<file path="src/rtl/gemm_axis_sender.sv">
// gemm_axis_sender: streams result-buffer words onto an AXI-Stream master.
// A transfer length is captured on start; words are read from a 1-cycle
// latency RAM into a 2-entry skid FIFO whose head drives the stream.
module gemm_axis_sender #(
  parameter int DATA_W = 32,
  parameter int ADDR_W = 6
) (
  input  logic                AXIS_ACLK,
  input  logic                AXIS_ARESETN,
  input  logic                start,
  input  logic [ADDR_W:0]     size,
  output logic                busy,
  output logic                done,
  output logic                rd_en,
  output logic [ADDR_W-1:0]   rd_addr,
  input  logic [DATA_W-1:0]   rd_data,
  output logic                M_AXIS_TVALID,
  output logic [DATA_W-1:0]   M_AXIS_TDATA,
  output logic [DATA_W/8-1:0] M_AXIS_TSTRB,
  output logic                M_AXIS_TLAST,
  input  logic                M_AXIS_TREADY
);

  localparam int CNT_W = ADDR_W + 1;

  typedef enum logic [1:0] {
    S_IDLE,
    S_RUN,
    S_DRAIN,
    S_DONE
  } state_e;

  state_e state_q, state_d;

  logic [CNT_W-1:0]  size_q;
  logic [CNT_W-1:0]  rd_cnt_q;
  logic [CNT_W-1:0]  snd_cnt_q;
  logic              pend_q;
  logic              head_v_q;
  logic              tail_v_q;
  logic [DATA_W-1:0] head_q;
  logic [DATA_W-1:0] tail_q;

  logic              load;
  logic              pop;
  logic              push;
  logic [1:0]        occ_after;

  // A beat leaves the head on handshake; the RAM word issued last cycle arrives now.
  assign pop  = head_v_q & M_AXIS_TREADY;
  assign push = pend_q;

  // Occupancy once this cycle's pop is taken out; counting the pop keeps
  // reads flowing back-to-back when the sink is always ready.
  assign occ_after = {1'b0, head_v_q} + {1'b0, tail_v_q} - {1'b0, pop};

  // Never let stored words plus the in-flight read exceed the two FIFO slots.
  assign rd_en   = (state_q == S_RUN) && (rd_cnt_q < size_q) &&
                   ((occ_after + {1'b0, pend_q}) < 2'd2);
  assign rd_addr = rd_cnt_q[ADDR_W-1:0];

  assign M_AXIS_TVALID = head_v_q;
  assign M_AXIS_TDATA  = head_q;
  assign M_AXIS_TSTRB  = '1;
  assign M_AXIS_TLAST  = head_v_q && (snd_cnt_q == size_q - CNT_W'(1));

  // State register.
  always_ff @(posedge AXIS_ACLK or negedge AXIS_ARESETN) begin
    if (!AXIS_ARESETN) begin
      state_q <= S_IDLE;
    end else begin
      state_q <= state_d;
    end
  end

  // Next-state logic and status outputs.
  always_comb begin
    state_d = state_q;
    load    = 1'b0;
    busy    = 1'b1;
    done    = 1'b0;
    unique case (state_q)
      S_IDLE: begin
        busy = 1'b0;
        if (start) begin
          if (size != '0) begin
            load    = 1'b1;
            state_d = S_RUN;
          end else begin
            state_d = S_DONE;
          end
        end
      end
      S_RUN: begin
        // Leave as soon as the final read is issued.
        if ((rd_en && (rd_cnt_q + CNT_W'(1) == size_q)) || (rd_cnt_q >= size_q)) begin
          state_d = S_DRAIN;
        end
      end
      S_DRAIN: begin
        // The final handshake empties everything, so DONE follows it directly.
        if ((pop && M_AXIS_TLAST) ||
            ((snd_cnt_q == size_q) && !head_v_q && !tail_v_q && !pend_q)) begin
          state_d = S_DONE;
        end
      end
      S_DONE: begin
        done    = 1'b1;
        state_d = S_IDLE;
      end
      default: state_d = S_IDLE;
    endcase
  end

  // Transfer length plus read and send counters.
  always_ff @(posedge AXIS_ACLK or negedge AXIS_ARESETN) begin
    if (!AXIS_ARESETN) begin
      size_q    <= '0;
      rd_cnt_q  <= '0;
      snd_cnt_q <= '0;
    end else if (load) begin
      size_q    <= size;
      rd_cnt_q  <= '0;
      snd_cnt_q <= '0;
    end else begin
      if (rd_en) rd_cnt_q  <= rd_cnt_q + CNT_W'(1);
      if (pop)   snd_cnt_q <= snd_cnt_q + CNT_W'(1);
    end
  end

  // In-flight read marker; reset drops any read that is still returning.
  always_ff @(posedge AXIS_ACLK or negedge AXIS_ARESETN) begin
    if (!AXIS_ARESETN) begin
      pend_q <= 1'b0;
    end else begin
      pend_q <= rd_en;
    end
  end

  // Two-entry skid FIFO: head drives the stream, tail catches a word during a stall.
  always_ff @(posedge AXIS_ACLK or negedge AXIS_ARESETN) begin
    if (!AXIS_ARESETN) begin
      head_v_q <= 1'b0;
      tail_v_q <= 1'b0;
      head_q   <= '0;
      tail_q   <= '0;
    end else if (pop) begin
      if (tail_v_q) begin
        head_q   <= tail_q;
        tail_v_q <= push;
        if (push) tail_q <= rd_data;
      end else begin
        head_v_q <= push;
        if (push) head_q <= rd_data;
      end
    end else if (push) begin
      if (!head_v_q) begin
        head_q   <= rd_data;
        head_v_q <= 1'b1;
      end else begin
        tail_q   <= rd_data;
        tail_v_q <= 1'b1;
      end
    end
  end

endmodule
</file>
<file path="config.mk">
export PLATFORM = sky130hd
export DESIGN_NAME = gemm_axis_sender
export DESIGN_NICKNAME = d
export VERILOG_FILES = /design/src/rtl/gemm_axis_sender.sv
export SDC_FILE = /design/constraint.sdc
export NUM_CORES = 1
export LEC_CHECK = 0
export ABC_AREA = 1
export BUFFER_PORTS_ARGS = -buffer_cell sky130_fd_sc_hd__buf_2
export CAP_MARGIN = 0
export CORE_MARGIN = 3
export CORE_UTILIZATION = 50
export CTS_CLUSTER_SIZE = 8
export DETAILED_ROUTE_END_ITERATION = 6
export GPL_TIMING_DRIVEN = 0
export PLACE_DENSITY = 0.86
export REMOVE_ABC_BUFFERS = 1
export SLEW_MARGIN = 25
export SYNTH_ARGS = -nofsm -noshare
export SYNTH_HDL_FRONTEND = slang
export SYNTH_SLANG_ARGS = --single-unit
export TNS_END_PERCENT = 100
</file>
<file path="constraint.sdc">
create_clock -name AXIS_ACLK -period 2.65 [get_ports AXIS_ACLK]
set_clock_uncertainty 0.2 [all_clocks]
set_input_delay 0.795 -clock AXIS_ACLK [delete_from_list [all_inputs] [get_ports AXIS_ACLK]]
set_output_delay 0.795 -clock AXIS_ACLK [all_outputs]
set_load 0.02 [all_outputs]
</file>
==> results.py, run 1 <==
metrics = {
    "outcome": {
        "status": "complete, but fails checks",
        "failed_checks": "negative setup slack",
    },
    "timing": {
        "final.min_clock_period_ps": 2990,
        "setup_viol": 2,
        "totalNegativeSetupSlack_ps": -637,
        "relSlewSlack_pct": 32.9,
        "drv_slew": 0,
        "max_freq_mhz": 334,
        "fin_crit_sh_pct": 113,
        "hold_viol": 0,
        "tightest_slew_ps": 1000,
        "fin_ws_ps": -345,
        "rsz0062_at_grt": "true",
    },
    "worst_setup_path": {
        "reg2reg_slack_ps": 180,
        "worstPathMaxFanout": 3,
        "r2r-end": "state_q[1]$_DFFE_PN0P_",
        "max_stage_delay_ps": 280,
        "critPathKind": "primary input to primary output",
        "path_cells": "buf_8 -> nand2_4 -> ha_4 -> ha_4 -> nand2_2 -> nand2_1 -> nand2_1 -> nand2_1 -> inv_1 -> nand3_2 -> inv_2 -> buf_6",
        "crit_top_cell": "nand2_1",
        "worst_ep_arrival_time_ps": 2000,
        "cp_data_required_time_ps": 1660,
        "critPathLaunchType": "primary input",
        "cp_slowest_cell": "ha_4",
        "r2r_start": "M_AXIS_TVALID$_DFFE_PN0P_",
        "ff2ff_path_depth": 17,
        "worst_setup_path_end_kind": "primary output",
    },
    "routing": {
        "drt-initial-drc-count": 258,
        "routed_via_density": 5.47,
        "first_pass_iters": 5,
        "drt-total-wl_um": 11200,
        "drt-wirelength-per-cell_um": 14.8,
        "route.detailed.drc": 0,
        "ant_nets": 0,
        "vias": 4143,
    },
    "global_route": {
        "grt_overflow": 0,
        "grt_use_total_pct": 22.1,
        "antenna_found_initial": 0,
        "grt_pass1_vias": 4075,
        "grt_max_degree": 76,
        "grt_pass1_wl_um": 18800,
    },
    "place": {
        "gp_congestion": 0.854,
        "hpwl_um": 7790,
        "placed_area_sq_um": 5210,
        "port_buffers": 85,
    },
    "synthesis": {
        "avgSynthCellArea_sq_um": 8.37,
        "synth.most_common_cell": "nand2_1",
        "netlist_instances": 564,
        "syn_area_sq_um": 4720,
        "synth-edff-count": 0,
        "synth_area_leaders": "dfrtp_1, nand2_1, mux2_2",
        "synth_top_area_share_pct": 47.7,
        "ys_seq_area_share_pct": 47.7,
        "ys_seq_elements": 90,
        "ys.flop_type": "dfrtp_1",
        "synth_cell_types": 31,
        "synth_common_cells": "nand2_1, dfrtp_1, nor2_1",
        "yosysTopAreaCell": "dfrtp_1",
        "ys_async_sr_fraction_pct": 100,
        "ys_warn_count": 0,
    },
    "power": {
        "pwr-share-comb_pct": 49.7,
        "switching_share_pct": 45.1,
        "intPower_mw": 3.66,
        "pwr-share-clk_pct": 13.6,
        "p_leak_nw": 2.77,
        "worst_ir_drop_vdd_uv": 554,
        "total_power_mw": 6.68,
        "power.density_nw_per_um2": 1200,
        "switchingPower_mw": 3.01,
        "p_seq_share_pct": 36.7,
    },
    "die": {
        "io_pins": 90,
        "core_area_sq_um": 8930,
        "rows": 34,
        "die-area_sq_um": 10600,
        "die_width_um": 103,
        "die_h_um": 103,
        "start_util_pct": 52.9,
    },
    "clock_network": {
        "cts_hold_buf": 0,
        "cts_tree": "yes",
        "cts_buffers": 9,
        "cts_sinks": 90,
        "clock_latency_ps": 360,
        "root_buffer": "clkbuf_8",
        "clockBufferDepth": 2,
        "htree_levels": 3,
        "cts.clk_slew.worst_paths_ps": 100,
    },
    "layout": {
        "fillers": 746,
        "fin_area_sq_um": 5570,
        "area_growth_pct": 18.0,
        "nets": 706,
        "diodes": 0,
        "drive_above_1_share_pct": 26.9,
    },
    "hold_path": {
        "holdCritPathClass": "primary input to async pin",
    },
    "job": {
        "drv_cap": 0,
    },
}
stage by stage:
step / setup WS (ps) / util (%) / hold WS (ps) / cells
4_1_cts: -307 / 61.8 / 36.2 / 755
3_3_place_gp: -1630 / 57.3 / 262 / 731
6_report: -345 / 62.4 / 45.1 / 758
2_1_floorplan: -359 / - / 265 / 538
5_1_grt: -383 / 62.4 / 29.5 / 758
3_5_place_dp: -766 / 58.3 / 270 / 734
cell usage in the layout (no fill, tap or decap), types with 2 or more instances in the layout:
cell type / synthesis / routed
nand2_1: 137 / 133
dfrtp_1: 90 / 87
buf_2: 5 / 81
o21ai_0: 56 / 56
nor2_1: 60 / 55
inv_1: 53 / 46
mux2_2: 31 / 31
nand3_1: 26 / 24
o21ai_1: 24 / 24
ha_1: 18 / 15
inv_2: 2 / 9
a21oi_1: 9 / 9
clkbuf_8: 0 / 9
buf_4: 10 / 9
nor3_1: 5 / 5
o22ai_1: 5 / 5
nor2_2: 0 / 4
nand2_2: 1 / 4
nand4_1: 4 / 4
conb_1: 1 / 4
inv_6: 0 / 4
dfrtp_2: 0 / 3
ha_4: 0 / 3
buf_6: 3 / 3
nand3b_1: 2 / 2
nand3_2: 0 / 2
a21oi_2: 2 / 2
buf_16: 0 / 2
final cells by class:
type                            count  area [sq um]  area share (%)
Sequential cell                    90          2260            40.5
Multi-Input combinational cell    393          2210            39.6
Timing Repair Buffer               96           577            10.4
Inverter                           55           206            3.70
Tap cell                          108           135            2.42
Clock buffer                        9           124            2.22
Clock inverter                      7          67.6            1.21
cell families after synthesis:
kind of cell	Yosys count	share of synthesized area [%]
and+or+nand+nor	238	20.4
AOI/OAI and AO/OA	99	10.9
DFF	90	47.7
buffers and inverters	84	8.13
muxes	32	7.63
adders and majority gates	18	4.77
xor gates and xnor gates	2	0.371
other	1	0.0794
worst max-delay path by stage:
stage	to	start	cells after the start
6_report	rd_en	M_AXIS_TREADY	12
3_5_place_dp	rd_en	M_AXIS_TREADY	12
2_1_floorplan	M_AXIS_TDATA[13]$_DFFE_PN0P_	M_AXIS_TREADY	6
3_3_place_gp	M_AXIS_TDATA[23]$_DFFE_PN0P_	M_AXIS_TREADY	6
4_1_cts	rd_en	M_AXIS_TREADY	12
5_1_grt	M_AXIS_TLAST	size_q[1]$_DFFE_PN0P_	9
power by group through the flow:
stage | Clock (mW) | Combinational (mW) | Sequential, mW
2_1_floorplan | 0 | 1.77 | 2.66
3_3_place_gp | 0 | 2.75 | 2.39
3_5_place_dp | 0 | 2.98 | 2.45
4_1_cts | 0.931 | 3.18 | 2.43
5_1_grt | 0.993 | 3.68 | 2.53
6_report | 0.906 | 3.32 | 2.45
registers in the layout, summed over array words and instances (netlist names):
signal,flops
tail_q,32
M_AXIS_TDATA,32
tail_v_q,1
rd_cnt_q,7
M_AXIS_TVALID,1
snd_cnt_q,7
size_q,7
pend_q,1
state_q,2
per-layer routing:
layer / vias to the layer above / global-route usage, % / wire [um]
met5: - / 0 / 0
met4: 0 / 8.47 / 287
li1: 1995 / - / -
met2: 168 / 38.7 / 5620
met3: 32 / 2.82 / 623
met1: 1948 / 28.1 / 4690
worst max-delay path: cells and delay by family:
family | cells | cell delay (ps)
buffers and inverters | 4 | 350
adders and majority gates | 2 | 470
and+or+nand+nor | 6 | 380
timing repair:
item,in CTS,in global routing
hold endpoints to repair,0,0
setup endpoints to repair,2,2
pin swaps,3,8
gates resized for setup,21,11
setup buffers,5,3
(Power assumes the default switching activity.)
==> run 2: changes to the inputs <==
--- a/config.mk
+++ b/config.mk
@@ -13,6 +13,7 @@
 export CTS_CLUSTER_SIZE = 8
 export DETAILED_ROUTE_END_ITERATION = 6
 export GPL_TIMING_DRIVEN = 0
+export MAX_ROUTING_LAYER = met4
 export PLACE_DENSITY = 0.86
 export REMOVE_ABC_BUFFERS = 1
 export SLEW_MARGIN = 25
==> results.py, run 2 (synthesis results as in run 1) <==
metrics = {
    "outcome": {
        "status": "complete, but fails checks",
        "failed_checks": "negative setup slack",
    },
    "layout": {
        "drive_above_1_share_pct": 28.2,
        "diodes": 0,
        "instances_no_fill": 763,
        "area_growth_pct": 19.6,
        "layout_commonest_cell": "nand2_1",
        "final_cell_mix": "nand2_1, dfrtp_1, buf_2",
        "nets": 711,
        "fillers": 738,
    },
    "worst_setup_path": {
        "cp-startpoint": "M_AXIS_TREADY",
        "critPathLaunchType": "primary input",
        "reg2reg_slack_ps": 170,
        "r2r-end": "rd_cnt_q[1]$_DFFE_PN0P_",
        "worstPathMaxFanout": 2,
        "worst_ep_arrival_time_ps": 1980,
        "endpoint": "rd_en",
        "cp_data_required_time_ps": 1660,
        "ff2ff_path_depth": 15,
        "critPathKind": "primary input to primary output",
        "worst_setup_path_end_kind": "primary output",
        "r2r_start": "pend_q$_DFF_PN0_",
    },
    "global_route": {
        "grt_overflow": 0,
        "grt_use_total_pct": 23.0,
        "grt_max_degree": 73,
        "grt_pass1_wl_um": 18900,
        "grt_pass1_vias": 4171,
        "antenna_found_initial": 0,
    },
    "routing": {
        "drt-initial-drc-count": 341,
        "ant_nets": 0,
        "route.detailed.drc": 0,
        "first_pass_iters": 5,
        "drt-total-wl_um": 11600,
        "drt-wirelength-per-cell_um": 15.3,
        "routed_via_density": 5.45,
        "vias": 4161,
    },
    "timing": {
        "drv_slew": 0,
        "rsz0062_at_grt": "true",
        "relSlewSlack_pct": 31.0,
        "hold_viol": 0,
        "fin_ws_ps": -324,
        "setup_viol": 2,
        "holdWs_ps": 46.3,
        "fin_crit_sh_pct": 112,
        "final.min_clock_period_ps": 2970,
        "max_freq_mhz": 336,
        "tightest_slew_ps": 1030,
    },
    "die": {
        "io_pins": 90,
        "rows": 34,
        "die_h_um": 103,
        "start_util_pct": 52.9,
        "core_area_sq_um": 8930,
        "die-area_sq_um": 10600,
        "die_width_um": 103,
    },
    "place": {
        "gp_congestion": 0.860,
        "port_buffers": 85,
        "dp_cells": 734,
        "place_ws_ps": -741,
        "hpwl_um": 7810,
    },
    "clock_network": {
        "clock_latency_ps": 370,
        "cts_hold_buf": 0,
        "htree_levels": 3,
        "cts_sinks": 90,
        "clockBufferDepth": 2,
        "cts_buffers": 9,
        "cts.clk_slew.worst_paths_ps": 110,
        "cts_tree": "yes",
        "root_buffer": "clkbuf_8",
    },
    "power": {
        "switchingPower_mw": 3.07,
        "p_seq_share_pct": 35.6,
        "pwr-share-comb_pct": 50.3,
        "p_leak_nw": 2.80,
        "pwr-share-clk_pct": 14.1,
        "intPower_mw": 3.82,
        "power.density_nw_per_um2": 1220,
        "switching_share_pct": 44.6,
        "worst_ir_drop_vdd_uv": 552,
    },
    "hold_path": {
        "holdCritPathClass": "primary input to async pin",
    },
    "job": {
        "drv_cap": 0,
    },
}
## run 2: changes by cell type in the layout (fill, tap and decap cells not counted), moves of 2 or more
cell,previous run,this run
buf_4,9,13
dfrtp_1,87,85
dfrtp_2,3,5
inv_1,46,44
nand2_1,133,131
nand2_4,1,3
nor2_2,4,1
nor2_4,1,3
## run 2: worst min-delay path by stage
stage,slack (ps),end
after floorplan,260,tail_q[6]$_DFFE_PN0P_
after global placement,260,M_AXIS_TDATA[17]$_DFFE_PN0P_
after detailed placement,270,M_AXIS_TDATA[20]$_DFFE_PN0P_
after CTS,50,M_AXIS_TDATA[27]$_DFFE_PN0P_
after global routing,40,M_AXIS_TDATA[27]$_DFFE_PN0P_
final,50,tail_q[29]$_DFFE_PN0P_
## run 2: final cells by class
cell class | count | area [sq um] | area share (%)
Clock inverter | 6 | 72.6 | 1.28
Tap cell | 108 | 135 | 2.39
Inverter | 55 | 209 | 3.70
Multi-Input combinational cell | 393 | 2240 | 39.7
Clock buffer | 10 | 128 | 2.26
Timing Repair Buffer | 101 | 606 | 10.7
Sequential cell | 90 | 2260 | 40.0
## run 2: timing repair
action	CTS	global route
pin swaps	8	13
endpoints found under the setup margin	2	2
gates resized for setup	25	20
gates cloned	0	0
endpoints found under the hold margin	0	0
buffers inserted	8	5
## run 2: per-stage QoR
step	area [sq um]	TNS [ps]	utilization [%]	power (mW)
CTS	5540	-537	62.0	6.61
global placement	5120	-81020	57.3	5.16
detailed placement	5200	-14740	58.2	5.41
floorplan	4560	-11620	-	4.42
finish	5650	-506	63.2	6.88
global route	5650	-687	63.2	7.44
## run 2: worst max-delay path: stages
cell	delay, ps
buf_8	100
nand2_4	60
ha_4	200
ha_4	240
nand2_4	70
nand2_2	50
nand2_1	50
nand2_1	60
inv_2	70
nand3_4	70
inv_2	80
buf_6	120
## run 2: power groups by stage
stage | Clock [mW] | Sequential, mW | Combinational [mW]
after floorplan | 0 | 2.66 | 1.77
after global placement | 0 | 2.40 | 2.76
after detailed placement | 0 | 2.46 | 2.96
after CTS | 0.987 | 2.44 | 3.19
after global routing | 1.06 | 2.53 | 3.85
final | 0.973 | 2.45 | 3.46
## run 2: routing by layer
| layer | share of wire, % | track usage, % | vias up |
|---|---|---|---|
| met5 | 0 | - | - |
| met4 | 3.5 | 9.86 | 0 |
| met3 | 4.3 | 2.48 | 33 |
| met2 | 50 | 38.2 | 152 |
| met1 | 42 | 28.7 | 1986 |
| li1 | - | - | 1990 |
==> run 3: changes to the inputs <==
--- a/config.mk
+++ b/config.mk
@@ -5,7 +5,6 @@
 export SDC_FILE = /design/constraint.sdc
 export NUM_CORES = 1
 export LEC_CHECK = 0
-export ABC_AREA = 1
 export BUFFER_PORTS_ARGS = -buffer_cell sky130_fd_sc_hd__buf_2
 export CAP_MARGIN = 0
 export CORE_MARGIN = 3
==> results.py, run 3 <==
metrics = {
    "layout": {
        "fin_area_sq_um": 5770,
        "drive_above_1_share_pct": 36.9,
        "final_cell_mix": "dfrtp_1, buf_2, nor2_1",
        "nets": 593,
        "area_growth_pct": 24.4,
        "fillers": 679,
        "diodes": 0,
    },
    "worst_setup_path": {
        "path_cells": "inv_4 -> ha_4 -> or4b_4 -> a31oi_4 -> a2bb2oi_4 -> and3_4 -> buf_6",
        "max_stage_delay_ps": 480,
        "critPathKind": "flop to primary output",
        "worst_ep_arrival_time_ps": 2200,
        "cp_slowest_cell": "or4b_4",
        "worst_setup_path_end_kind": "primary output",
        "worstPathMaxFanout": 3,
        "cp_data_required_time_ps": 1660,
        "critPathLaunchType": "flop",
    },
    "synthesis": {
        "synth-edff-count": 0,
        "ys_seq_area_share_pct": 48.5,
        "avgSynthCellArea_sq_um": 10.6,
        "synth_area_leaders": "dfrtp_1, mux2_2, mux2i_1",
        "ys.flop_type": "dfrtp_1",
        "syn_area_sq_um": 4640,
        "synth.most_common_cell": "dfrtp_1",
        "synth_common_cells": "dfrtp_1, nor2_1, a21oi_1",
        "ys_warn_count": 0,
        "synth_cell_types": 48,
        "ys_seq_elements": 90,
        "netlist_instances": 437,
        "synth_top_area_share_pct": 48.5,
        "yosysTopAreaCell": "dfrtp_1",
        "ys_async_sr_fraction_pct": 100,
    },
    "timing": {
        "max_freq_mhz": 313,
        "setup_viol": 2,
        "relSlewSlack_pct": 53.9,
        "final.min_clock_period_ps": 3200,
        "rsz0062_at_grt": "true",
        "tightest_slew_ps": 685,
        "drv_slew": 0,
        "fin_crit_sh_pct": 121,
        "fin_ws_ps": -545,
        "hold_viol": 0,
        "totalNegativeSetupSlack_ps": -912,
    },
    "clock_network": {
        "cts_hold_buf": 0,
        "cts.clk_slew.worst_paths_ps": 90,
        "cts_buffers": 9,
        "cts_sinks": 90,
        "cts_tree": "yes",
        "clock_latency_ps": 350,
        "clockBufferDepth": 2,
        "htree_levels": 3,
        "root_buffer": "clkbuf_8",
    },
    "global_route": {
        "grt_use_total_pct": 21.7,
        "use_met2_pct": 35.0,
        "busiest_layer": "met2",
        "grt_max_degree": 75,
        "grt_overflow": 0,
        "grt_pass1_wl_um": 17300,
        "grt_pass1_vias": 3599,
        "use_met3_pct": 3.75,
        "antenna_found_initial": 0,
        "use_met1_pct": 27.6,
    },
    "power": {
        "pwr-share-clk_pct": 13.2,
        "p_seq_share_pct": 34.6,
        "pwr-share-comb_pct": 52.2,
        "intPower_mw": 4.24,
        "worst_ir_drop_vdd_uv": 700,
        "switching_share_pct": 41.5,
        "power.density_nw_per_um2": 1250,
        "switchingPower_mw": 3.01,
        "p_leak_nw": 2.71,
    },
    "die": {
        "die_h_um": 102,
        "core_area_sq_um": 8850,
        "die-area_sq_um": 10500,
        "rows": 34,
        "start_util_pct": 52.5,
        "die_width_um": 102,
        "io_pins": 90,
    },
    "routing": {
        "vias": 3542,
        "routed_via_density": 5.50,
        "drt-wirelength-per-cell_um": 16.4,
        "route.detailed.drc": 0,
        "first_pass_iters": 4,
        "drt-total-wl_um": 10500,
        "ant_nets": 0,
        "drt-initial-drc-count": 165,
    },
    "outcome": {
        "failed_checks": "negative setup slack",
        "status": "complete, but fails checks",
    },
    "place": {
        "port_buffers": 85,
        "placed_area_sq_um": 5200,
        "gp_congestion": 0.854,
        "hpwl_um": 7150,
    },
    "job": {
        "drv_cap": 0,
    },
    "hold_path": {
        "holdCritPathClass": "primary input to async pin",
    },
}
[run 3: power groups by stage]
stage                     clock (mW)  sequential, mW  combinational (mW)
after CTS                      0.977            2.48                3.62
final                          0.957            2.51                3.78
after detailed placement           0            2.51                3.11
after global routing            1.04            2.59                4.12
after floorplan                    0            2.72                1.91
after global placement             0            2.45                2.92
[run 3: final cells by class]
| type | instances | area, sq um | area share [%] |
|---|---|---|---|
| Clock inverter | 6 | 72.6 | 1.26 |
| Inverter | 19 | 77.6 | 1.34 |
| Tap cell | 108 | 135 | 2.34 |
| Multi-Input combinational cell | 302 | 2370 | 41.1 |
| Sequential cell | 90 | 2260 | 39.2 |
| Timing Repair Buffer | 110 | 731 | 12.7 |
| Clock buffer | 9 | 124 | 2.15 |
[run 3: metrics by stage]
step / worst slack [ps] / cells / hold slack [ps] / total power [mW] / utilization (%)
6_report: -545 / 644 / 54.8 / 7.25 / 65.3
5_1_grt: -614 / 644 / 47.7 / 7.76 / 65.3
4_1_cts: -577 / 641 / 46.3 / 7.09 / 64.1
3_5_place_dp: -1090 / 613 / 294 / 5.62 / 58.8
3_3_place_gp: -3700 / 604 / 285 / 5.37 / 57.0
2_1_floorplan: -2250 / 411 / 279 / 4.63 / -
[run 3: final timing paths]
check / start / to / slack (ps) / cells past startpoint
max: size_q[1]$_DFFE_PN0P_ / M_AXIS_TLAST / -550 / 7
min: AXIS_ARESETN / M_AXIS_TDATA[9]$_DFFE_PN0P_ / 50 / 1
max reg2reg: size_q[1]$_DFFE_PN0P_ / state_q[1]$_DFFE_PN0P_ / 110 / 12
min reg2reg: tail_q[5]$_DFFE_PN0P_ / tail_q[5]$_DFFE_PN0P_ / 310 / 1
max in group asynchronous: AXIS_ARESETN / rd_cnt_q[4]$_DFFE_PN0P_ / 1580 / 2
min in group AXIS_ACLK: tail_q[5]$_DFFE_PN0P_ / tail_q[5]$_DFFE_PN0P_ / 310 / 1
[run 3: kinds of logic (layout without fill, tap and decap cells)]
| group | count (synthesis) | count (layout) | share of synthesized area, % |
|---|---|---|---|
| other | 1 | 4 | 0.0808 |
| buffers and inverters | 48 | 144 | 5.26 |
| DFF | 90 | 90 | 48.5 |
| and+or+nand+nor | 110 | 110 | 11.2 |
| adders and majority gates | 18 | 18 | 4.85 |
| xor gates and xnor gates | 29 | 29 | 5.47 |
| AOI/OAI and AO/OA | 74 | 74 | 9.33 |
| muxes | 67 | 67 | 15.3 |
[run 3: timing repair]
action                                 in CTS  in global routing
pin swaps                                   9                  7
setup endpoints to repair                  11                 10
buffers inserted                           13                  3
endpoints found under the hold margin       0                  0
gates resized for setup                    33                 19
[run 3: routing by layer]
layer	share of wire, %	wire [um]
met5	0	0
met1	44	4680
met3	5.7	604
met2	48	5030
met4	2.0	212
[run 3: critical path, delay by kind of cell, from the launching register on]
kind	cells	cell delay, ps
adders and majority gates	1	130
DFF	1	460
AOI/OAI and AO/OA	2	370
buffers and inverters	2	200
and+or+nand+nor	2	690
